==> config.mk <==
export PLATFORM = sky130hd
export DESIGN_NAME = uart_tx_block
export DESIGN_NICKNAME = d
export VERILOG_FILES = /design/src/rtl/uart_tx_block.sv
export SDC_FILE = /design/constraint.sdc
export NUM_CORES = 1
export LEC_CHECK = 0
export CORE_UTILIZATION = 25
export DETAILED_ROUTE_END_ITERATION = 6
export DONT_BUFFER_PORTS = 1
export PLACE_DENSITY_LB_ADDON = 0.08
export SLEW_MARGIN = 10
export SYNTH_ARGS = -nofsm -noshare
export SYNTH_HDL_FRONTEND = slang
export SYNTH_SLANG_ARGS = --single-unit
==> constraint.sdc <==
create_clock -name clk -period 6.1 [get_ports clk]
set_input_delay 0.305 -clock clk [delete_from_list [all_inputs] [get_ports clk]]
set_output_delay 0.305 -clock clk [all_outputs]
set_load 0.1 [all_outputs]
==> src/rtl/uart_tx_block.sv <==
// uart_tx_block
// Serial transmitter that pairs with the UART receive block. A byte is
// written into a one-entry holding buffer. It is then sent on serial_out as
// one frame: a start bit (0), then 5, 7 or 8 data bits LSB first, then a
// stop bit (1). The data size and the bit period are sampled at the start of
// each frame and stay fixed until that frame ends.
//
// Ports:
//   clk          system clock, rising edge
//   rst          asynchronous active-high reset
//   tx_data      byte to send (only the low data_size bits go out)
//   tx_load      one-cycle write strobe into the holding buffer
//   data_size    data bits per frame: 5, 7 or 8 (any other value means 8)
//   data_period  clocks per bit (0 and 1 mean 2)
//   serial_out   registered serial line, idles high
//   buffer_full  holding buffer occupied
//   tx_active    frame in progress
//   load_error   one-cycle pulse when a write was dropped (buffer full)
module uart_tx_block (
  input  logic        clk,
  input  logic        rst,
  input  logic [7:0]  tx_data,
  input  logic        tx_load,
  input  logic [3:0]  data_size,
  input  logic [13:0] data_period,
  output logic        serial_out,
  output logic        buffer_full,
  output logic        tx_active,
  output logic        load_error
);

  typedef enum logic [1:0] {IDLE, START, DATA, STOP} state_t;

  state_t      state, next_state;
  logic [7:0]  buf_data;
  logic [7:0]  shift;
  logic [3:0]  bit_cnt;
  logic [3:0]  size_lat;
  logic [13:0] timer;
  logic [13:0] period_lat;
  logic [3:0]  size_eff;
  logic [13:0] period_eff;
  logic        serial_next;
  logic        expire;
  logic        last_bit;
  logic        take;

  assign size_eff   = (data_size == 4'd5 || data_size == 4'd7) ? data_size : 4'd8;
  assign period_eff = (data_period < 14'd2) ? 14'd2 : data_period;

  // The timer only counts while a frame is running, so expiry is gated by state.
  assign expire    = (state != IDLE) && (timer == period_lat - 14'd1);
  assign last_bit  = (bit_cnt == size_lat - 4'd1);
  // The buffer moves into the shifter when a frame can start: from IDLE, or at
  // the end of a stop bit so that back-to-back frames have no idle gap.
  assign take      = buffer_full && ((state == IDLE) || (state == STOP && expire));
  assign tx_active = (state != IDLE);

  always_comb begin
    next_state  = state;
    serial_next = serial_out;
    case (state)
      IDLE: begin
        serial_next = 1'b1;
        if (buffer_full) begin
          next_state  = START;
          serial_next = 1'b0;
        end
      end
      START: begin
        if (expire) begin
          next_state  = DATA;
          serial_next = shift[0];
        end
      end
      // shift[1] is the bit that will sit at position 0 after this edge's shift.
      DATA: begin
        if (expire) begin
          if (last_bit) begin
            next_state  = STOP;
            serial_next = 1'b1;
          end else begin
            serial_next = shift[1];
          end
        end
      end
      STOP: begin
        if (expire) begin
          if (buffer_full) begin
            next_state  = START;
            serial_next = 1'b0;
          end else begin
            next_state  = IDLE;
            serial_next = 1'b1;
          end
        end
      end
      default: begin
        next_state  = IDLE;
        serial_next = 1'b1;
      end
    endcase
  end

  always_ff @(posedge clk or posedge rst) begin
    if (rst) begin
      state      <= IDLE;
      serial_out <= 1'b1;
    end else begin
      state      <= next_state;
      serial_out <= serial_next;
    end
  end

  always_ff @(posedge clk or posedge rst) begin
    if (rst) begin
      buf_data    <= 8'd0;
      buffer_full <= 1'b0;
      shift       <= 8'd0;
      bit_cnt     <= 4'd0;
      size_lat    <= 4'd0;
      timer       <= 14'd0;
      period_lat  <= 14'd0;
      load_error  <= 1'b0;
    end else begin
      load_error <= 1'b0;

      if (take) begin
        shift      <= buf_data;
        size_lat   <= size_eff;
        period_lat <= period_eff;
        timer      <= 14'd0;
        bit_cnt    <= 4'd0;
      end else if (state != IDLE) begin
        timer <= expire ? 14'd0 : timer + 14'd1;
        if (state == DATA && expire) begin
          shift   <= shift >> 1;
          bit_cnt <= bit_cnt + 4'd1;
        end
      end

      // A write in the same cycle as a transfer refills the buffer and is not an overrun.
      if (tx_load && (!buffer_full || take)) begin
        buf_data    <= tx_data;
        buffer_full <= 1'b1;
      end else if (take) begin
        buffer_full <= 1'b0;
      end else if (tx_load) begin
        load_error <= 1'b1;
      end
    end
  end

endmodule

Word-level counts from Yosys, hierarchy flattened
Index checks and enable logic that the tools add are counted.

Input bits: 29. Logic and storage cells: 73. Register bits after elaboration: 57. Output and inout port bits: 4.

Muxes and demuxes: 29. $add $sub $neg: 4. Equality and inequality tests: 12. $lt $le $gt $ge: 1. Reduce and logical (&&, ||, !) cells: 17.

Operators by type and width (count): 14-bit two-way mux (4); 8-bit two-way mux (3); 4-bit two-way mux (4); 14-bit by 1-bit adder with 14-bit output (second input constant) (1); 14-bit equality test (1); 14-bit by 2-bit less-than comparator with 1-bit output (second input constant) (1); 14-bit by 1-bit subtractor with 14-bit output (second input constant) (1); 1-bit two-way mux (11); 2-bit two-way mux (5); 2-bit != test (second input constant) (5); 4-bit by 3-bit equality test with 1-bit output (second input constant) (2); 2-bit one-hot mux with 4 select lines (1); 2-bit nonzero test (4); 1-bit logical AND (5); 5-bit AND reduction (1); 4-bit by 1-bit adder with 4-bit output (second input constant) (1); 2-bit equality test (second input constant) (2); 4-bit equality test (1); 1-bit one-hot mux with 4 select lines (1); 4-bit by 1-bit subtractor with 4-bit output (second input constant) (1); 1-bit logical OR (3); 3-bit AND reduction (1); 2-bit by 1-bit equality test with 1-bit output (second input constant) (1); 2-bit zero test (1); other kinds (2) (2).

Depth between registers and ports, before layout
Gate-level depths: netlist (run 1).

Depth after elaboration: 9. Depth in mapped cells: 12. Depth with buffers taken out: 9.

Least setup slack after synthesis (run 1)
No wires, ideal clock.

Path kind: reg2reg. Start: register period_lat[0]. End: register period_lat[2]. Clock period less this slack: 2.890 ns. Arrival: 2.763 ns. Buffers on the path: 2. Required time: 5.972 ns. Setup slack: 3.210 ns. Setup time: 0.128 ns. Cell stages (with the launch flop): 11. Cell sequence: dfrtp_1 > inv_1 > ha_1 > or4b_1 > buf_2 > a211o_1 > a21oi_2 > o2111ai_2 > o41ai_4 > buf_2 > mux2_1.

Word-level cells in the longest chain between the ends: 6.

Ends and longest elaborated chain: from (decl) (line 40) `logic [13:0] period_lat;`; from (signal assigned) (line 131) `period_lat <= period_eff;`; 14-bit by 1-bit subtractor with 14-bit output (line 52) `assign expire = (state != IDLE) && (timer == period_lat - 14'd1);`; 14-bit equality test (line 52); 1-bit logical AND (line 52); 1-bit logical AND (line 56) `assign take = buffer_full && ((state == IDLE) || (state == STOP && expire));`; 1-bit logical OR (line 56); 1-bit logical AND (line 56).

No other way between the ends. A chain may end at the register's enable or synchronous reset.

Final worst setup path (run 1)
Start: register period_lat[0]. End: register bit_cnt[2].

Word-level cells in the longest chain between the ends: 8. Elaborated cells between the ends (all ways): 11. Those cells by class: add/sub: 1; eq/ne: 1; mux: 1; reduce/logical: 8.

Ends and longest elaborated chain: 14-bit by 1-bit subtractor with 14-bit output * (line 52); 14-bit equality test * (line 52); 1-bit logical AND * (line 52); 1-bit logical AND (line 56); 1-bit logical OR (line 56); 1-bit logical AND (line 56); 2-bit nonzero test (no source line); 2-bit AND reduction (no source line); to (signal assigned) (line 138) `bit_cnt <= bit_cnt + 4'd1;`; to (decl) (line 37) `logic [3:0] bit_cnt;`.

Every way passes the cells marked *; elsewhere a longest branch is shown, timed or not.

==> results of run 1 <==
-- state kept, by name (all words and copies together) (netlist names) --
register and cells:
period_lat 14, timer 14, buf_data 8, shift 8, bit_cnt 4, size_lat 4
state 2, buffer_full 1, load_error 1, serial_out 1
-- layout make-up --
class                           count  area (sq um)
Clock buffer                       12         256.5
Clock inverter                      3         40.04
Fill cell                        1392          8982
Inverter                           12         45.04
Multi-Input combinational cell    236          1733
Sequential cell                    57          1428
Tap cell                          172         215.2
Timing Repair Buffer                3         22.52
-- worst paths after layout --
| path | start | endpoint | slack [ps] |
|---|---|---|---|
| min in group clk | tx_load | buffer_full | 70 |
| max | period_lat[0] | bit_cnt[2] | 2580 |
| min | rst | buf_data[2] | 70 |
| max reg2reg | period_lat[0] | bit_cnt[2] | 2580 |
| max in group asynchronous | rst | period_lat[0] | 5530 |
| min reg2reg | buf_data[4] | shift[4] | 480 |
-- cells in the final DEF, fill, tap and decap left out, types with 4 or more instances in the layout --
cell / netlist / final
nor2_1: 19 / 19
xor2_1: 7 / 7
nor4_1: 5 / 5
nand2b_1: 11 / 11
nand3_1: 10 / 10
xnor2_1: 17 / 17
nand4_1: 4 / 4
ha_1: 9 / 9
a21oi_1: 11 / 11
a31oi_1: 11 / 11
nand3b_1: 4 / 4
o21ai_0: 16 / 16
inv_1: 12 / 11
nand2_1: 20 / 20
mux2i_1: 8 / 8
and3_1: 7 / 7
clkbuf_16: 0 / 9
nor3_1: 10 / 10
dfrtp_1: 56 / 56
mux2_1: 12 / 12
mux2_2: 10 / 10
a22o_1: 4 / 4
-- metrics by stage --
stage	instances	hold WS [ps]	total power [W]	util, %
3_3_place_gp	480	400.6	0.001495	27.07
5_1_grt	495	63.09	0.002141	29.40
3_5_place_dp	480	401.9	0.001499	27.07
2_1_floorplan	322	397.3	0.001353	-
6_report	495	65.32	0.001988	29.40
4_1_cts	495	47.04	0.002022	29.40
-- power groups by stage --
stage / Combinational [W] / Sequential, W / Clock, W
floorplan: 0.000672 / 0.000680 / 0
global placement: 0.000750 / 0.000745 / 0
CTS: 0.000760 / 0.000738 / 0.000523
finish: 0.000746 / 0.000736 / 0.000506
global route: 0.000837 / 0.000768 / 0.000537
detailed placement: 0.000755 / 0.000744 / 0
-- logic make-up after synthesis --
logic type	Yosys count
flops	57
xor+xnor	24
mux	31
fa+ha+maj	9
compound gates	67
buf+inv	29
simple gates	105
-- worst max-delay path: stages (launching register included) --
cell and delay, ps:
dfrtp_1 410, inv_1 100, ha_1 250, or4b_1 580
a211o_1 290, a21oi_2 160, o2111a_1 300, nand4_1 640
or3_1 570, a21oi_1 150
-- layer usage --
| layer | share of wire, % | vias to the layer above |
|---|---|---|
| met5 | 0 | - |
| met4 | 2.5 | 0 |
| met3 | 2.8 | 13 |
| met2 | 44 | 24 |
| met1 | 51 | 1162 |
| li1 | - | 1163 |
==> results.json, run 1 <==
{
  "status": "finished, final reports clean",
  "ys_seq_area_share_pct": 43.33,
  "hp-class": "in2async",
  "switching_share_pct": 39.17,
  "yosys-mux-area-fraction_pct": 10.41,
  "fin_crit_ps": 3519,
  "pre_cts_ws_ps": 2582,
  "start_kind": "flop",
  "wl_per_cell_microns": 15.11,
  "num_antenna_cells": 0,
  "relSlewSlack_pct": 29.78,
  "synth-xor-area-share_pct": 6.381,
  "cts_sinks": 57,
  "dp.final_hpwl_mm": 5.323,
  "yosys.area_share.adder_pct": 3.418,
  "crit_type": "reg2reg",
  "yosys.area.top_type": "dfrtp_1",
  "grt_pass1_wl_mm": 12.30,
  "root_buffer": "clkbuf_16",
  "cts_resized": 0,
  "die_x_microns": 116.8,
  "grt-busiest-layer": "met2",
  "ys_async_sr_fraction_pct": 100.0,
  "netlist_area_sq_mm": 0.003294,
  "synth-simple-area-share_pct": 17.13,
  "io_pins": 33,
  "cp.arrival_ps": 3780,
  "yosysWarnings": 0,
  "worstPathMaxFanout": 14,
  "gp_congestion": 0.6859,
  "p_sw_w": 0.0007788,
  "gr-usage-met2_pct": 17.91,
  "start_util_pct": 25.89,
  "final_antenna_net_count": 0,
  "ys_types": 60,
  "yosys_most_used_dff": "dfrtp_1",
  "htree_levels": 3,
  "antenna_found_initial": 0,
  "ir_worst_vdd_v": 0.0001365,
  "power_density_mw_per_mm2": 531.7,
  "hold_viol_final": 0,
  "final_nets": 357,
  "fp.coreArea_sq_mm": 0.01272,
  "met3_usage_pct": 3.090,
  "internal_power_w": 0.001210,
  "setup_tns_ps": 0,
  "placed_area_sq_mm": 0.003443,
  "drv_cap": 0,
  "syn_to_final_growth_pct": 13.52,
  "crit_required_ps": 6360,
  "cts_tree": "yes",
  "postCtsSetupBuffers": 0,
  "synth_compound_area_share_pct": 15.27,
  "synth_top_family_by_area": "simple AND/OR/NAND/NOR gates",
  "via_count": 2362,
  "cts_hold_buf": 0,
  "drt_wl_total_mm": 7.478,
  "rsz0062_at_grt": "false",
  "grt_start_max_net_pins": 58,
  "drc": 0,
  "cts_made_buffers": 9,
  "syn_inst": 322,
  "tightest_slew_ps": 1050,
  "synth.avg_cell_area_sq_um": 10.23,
  "cts_buffer_depth": 2,
  "r2r.worst_path.cells": 9,
  "yosys-top-cells-area": "dfrtp_1 (43%), xnor2_1 (4.5%), mux2_1 (4.1%)",
  "timing.fmax_mhz": 284.1,
  "die_h_microns": 116.8,
  "port_buffers": 0,
  "grt_use_met1_pct": 16.60,
  "drive_above_1_share_pct": 13.00,
  "finalInstanceArea_sq_mm": 0.003740,
  "clkPwrFrac_pct": 25.5,
  "crit_path_end_kind": "flop",
  "seqPwrFrac_pct": 37.0,
  "fin_skew_ps": 7.972,
  "drt_first_pass_iters": 4,
  "synth_edf_count": 0,
  "avgViaCountPerCell": 4.772,
  "grt_pass1_vias": 2336,
  "maxSlewViolCount": 0,
  "syn-num-nets": 360,
  "p_comb_share_pct": 37.5,
  "synth_seq_cells": 57,
  "grt_util_all_layers_pct": 12.39,
  "synth_most_common_cell": "dfrtp_1",
  "dieArea_sq_mm": 0.01364,
  "initialDrtViolationCount": 83,
  "clk_latency_ps": 340,
  "setup_slack_ps": 2581,
  "synthTopCellsByCount": "dfrtp_1 (56), nand2_1 (20), nor2_1 (19), xnor2_1 (17), o21ai_0 (16)",
  "grt_overflow_total": 0,
  "num_rows": 41,
  "synth_top_area_share_pct": 42.54,
  "setup-violations-final": 0,
  "post-route-period-util_pct": 57.69,
  "p_leak_nw": 1.614,
  "path_clk_slew_ps": 50
}
No activity file was read; power rests on OpenSTA's default activity.
==> run 2: changes to the inputs <==
--- a/config.mk
+++ b/config.mk
@@ -5,6 +5,7 @@
 export SDC_FILE = /design/constraint.sdc
 export NUM_CORES = 1
 export LEC_CHECK = 0
+export ABC_AREA = 1
 export CORE_UTILIZATION = 25
 export DETAILED_ROUTE_END_ITERATION = 6
 export DONT_BUFFER_PORTS = 1
==> constraint.sdc (replaced) <==
create_clock -name clk -period 3.4 [get_ports clk]
set_input_delay 0.17 -clock clk [delete_from_list [all_inputs] [get_ports clk]]
set_output_delay 0.17 -clock clk [all_outputs]
set_load 0.1 [all_outputs]
==> results.json, run 2 <==
{
  "status": "finished, final reports clean",
  "syn-num-nets": 564,
  "synth_most_common_cell": "nand2_1",
  "r2r_slack_ps": 610,
  "synth.avg_cell_area_sq_um": 7.141,
  "io_pins": 33,
  "crit_type": "reg2reg",
  "cts_made_buffers": 9,
  "via_count": 3245,
  "avgViaCountPerCell": 4.421,
  "grt_pass1_vias": 3230,
  "cts_hold_buf": 18,
  "final_antenna_net_count": 0,
  "grt_use_met1_pct": 16.80,
  "fillers": 1556,
  "synth_compound_area_share_pct": 5.163,
  "cts_buffer_depth": 2,
  "p_leak_nw": 2.257,
  "synthTopCellsByCount": "nand2_1 (194), inv_1 (61), dfrtp_1 (56), nand3_1 (56), nor2_1 (39)",
  "grt_start_max_net_pins": 40,
  "syn_inst": 526,
  "grt_pass1_wl_mm": 16.69,
  "rsz0062_at_grt": "false",
  "postCtsSetupBuffers": 0,
  "yosys.area.top_type": "dfrtp_1",
  "cts_sinks": 57,
  "synth_top_family_by_area": "simple AND/OR/NAND/NOR gates",
  "setup_tns_ps": 0,
  "wl_per_cell_microns": 13.08,
  "hp-class": "in2reg",
  "met3_usage_pct": 2.921,
  "worstPathMaxFanout": 39,
  "fin_crit_ps": 2786,
  "hold_viol_final": 0,
  "netlist_area_sq_mm": 0.003756,
  "yosys.area_share.adder_pct": 2.998,
  "root_buffer": "clkbuf_16",
  "clk_latency_ps": 340,
  "setup-violations-final": 0,
  "crit_path_end_kind": "flop",
  "synth_edf_count": 0,
  "path_clk_slew_ps": 50,
  "relSlewSlack_pct": 42.59,
  "r2r-start": "state[0]",
  "ys_types": 29,
  "synth-xor-area-share_pct": 5.363,
  "initialDrtViolationCount": 84,
  "drt_wl_total_mm": 9.598,
  "synth_top_area_share_pct": 37.31,
  "critPathLaunch": "state[0]",
  "layout_commonest_cell": "nand2_1",
  "antenna_found_initial": 0,
  "crit_required_ps": 3620,
  "start_util_pct": 25.75,
  "tightest_slew_ps": 861.7,
  "grt-busiest-layer": "met2",
  "fin_skew_ps": 7.855,
  "holdWs_ps": 12.47,
  "fp.coreArea_sq_mm": 0.01459,
  "yosys-top-cells-area": "dfrtp_1 (37%), nand2_1 (19%), nand3_1 (7.5%)",
  "timing.fmax_mhz": 358.9,
  "die_h_microns": 124.6,
  "ys_seq_area_share_pct": 38.01,
  "cts_resized": 0,
  "htree_levels": 3,
  "port_buffers": 0,
  "post-route-period-util_pct": 81.94,
  "whs_path_depth": 2,
  "drt_first_pass_iters": 6,
  "yosys-mux-area-fraction_pct": 0,
  "dieArea_sq_mm": 0.01552,
  "grt_util_all_layers_pct": 13.62,
  "final_cell_mix": "nand2_1 (194), inv_1 (60), nand3_1 (56), dfrtp_1 (56), nor2_1 (39)",
  "syn_to_final_growth_pct": 17.49,
  "cp.arrival_ps": 3010,
  "gr-usage-met2_pct": 22.75,
  "num_antenna_cells": 0,
  "hp-start": "data_period[12]",
  "synth-simple-area-share_pct": 38.94,
  "cts_tree": "yes",
  "dp.final_hpwl_mm": 7.205,
  "ys_async_sr_fraction_pct": 100.0,
  "num_rows": 44,
  "gp_congestion": 0.7394,
  "r2r.worst_path.cells": 15,
  "yosysWarnings": 0,
  "hold_end": "period_lat[12]",
  "drc": 0,
  "drive_above_1_share_pct": 10.36,
  "die_x_microns": 124.6,
  "power_density_mw_per_mm2": 895.3,
  "drv_cap": 0,
  "grt_overflow_total": 0,
  "reg_top3": "period_lat x14, timer x14",
  "final_nets": 584,
  "synth_seq_cells": 57,
  "start_kind": "flop",
  "reg2reg_to": "period_lat[11]",
  "ir_worst_vdd_v": 0.0002609,
  "yosys_most_used_dff": "dfrtp_1",
  "maxSlewViolCount": 0
}
-- run 2: layout make-up --
type | instances | area (sq um) | share of cell area, %
flip-flops and latches | 57 | 1428 | 32.35
well taps | 184 | 230.2 | 5.217
inverters | 65 | 244.0 | 5.529
repair buffers | 24 | 225.2 | 5.103
multi-input cells | 389 | 1971 | 44.66
clock inverters | 2 | 35.03 | 0.7939
clock buffers | 13 | 280.3 | 6.351
-- run 2: metal layers --
layer  part of all wire (%)  vias to the layer above  wire length [microns]
met4                    2.1                        0                    201
li1                       -                     1683                      -
met1                     47                     1506                   4550
met2                     47                       40                   4515
met3                    3.4                       16                    331
met5                      0                        -                      0
-- run 2: per-stage QoR --
stage / cell area, sq um / util (%) / std cells / setup WS, ps / power (W)
floorplan: 3756 / - / 526 / 569.5 / 0.002667
global placement: 3918 / 26.85 / 701 / 581.6 / 0.003018
detailed placement: 3918 / 26.85 / 701 / 541.7 / 0.003021
CTS: 4413 / 30.25 / 734 / 528.9 / 0.004025
global route: 4413 / 30.25 / 734 / 289.0 / 0.004328
finish: 4413 / 30.25 / 734 / 614.1 / 0.003951
-- run 2: critical path, cell delays in order, from the launching register on --
cell and delay, ps:
dfrtp_1 430, inv_1 110, ha_1 220, inv_1 140, o21ai_0 110, nor2_1 170, nand2_1 70, nor2_1 120
nand2_1 90, nor2_2 180, nand3_2 130, nand2_4 140, nand2_4 270, buf_4 330, nand2_1 90, o21ai_2 50
-- run 2: kinds of logic after synthesis --
kind of cell    count (synthesis)
simple gates                  330
xor+xnor                       23
flops                          57
fa+ha+maj                       9
buf+inv                        80
compound gates                 27
-- run 2: where the power goes --
part	switching [W]	total, W	internal [W]
combinational	0.00109	0.00170	0.000608
clock	0.000320	0.000961	0.000641
sequential	0.000347	0.00129	0.000941
total	0.00176	0.00395	0.00219
-- run 2: worst max-delay path by stage --
| stage | to | slack, ps | cells after the start |
|---|---|---|---|
| 2_1_floorplan | timer[10] | 570 | 15 |
| 3_3_place_gp | period_lat[7] | 580 | 15 |
| 3_5_place_dp | bit_cnt[2] | 540 | 15 |
| 4_1_cts | period_lat[11] | 530 | 15 |
| 5_1_grt | buf_data[7] | 290 | 14 |
| 6_report | period_lat[11] | 610 | 15 |
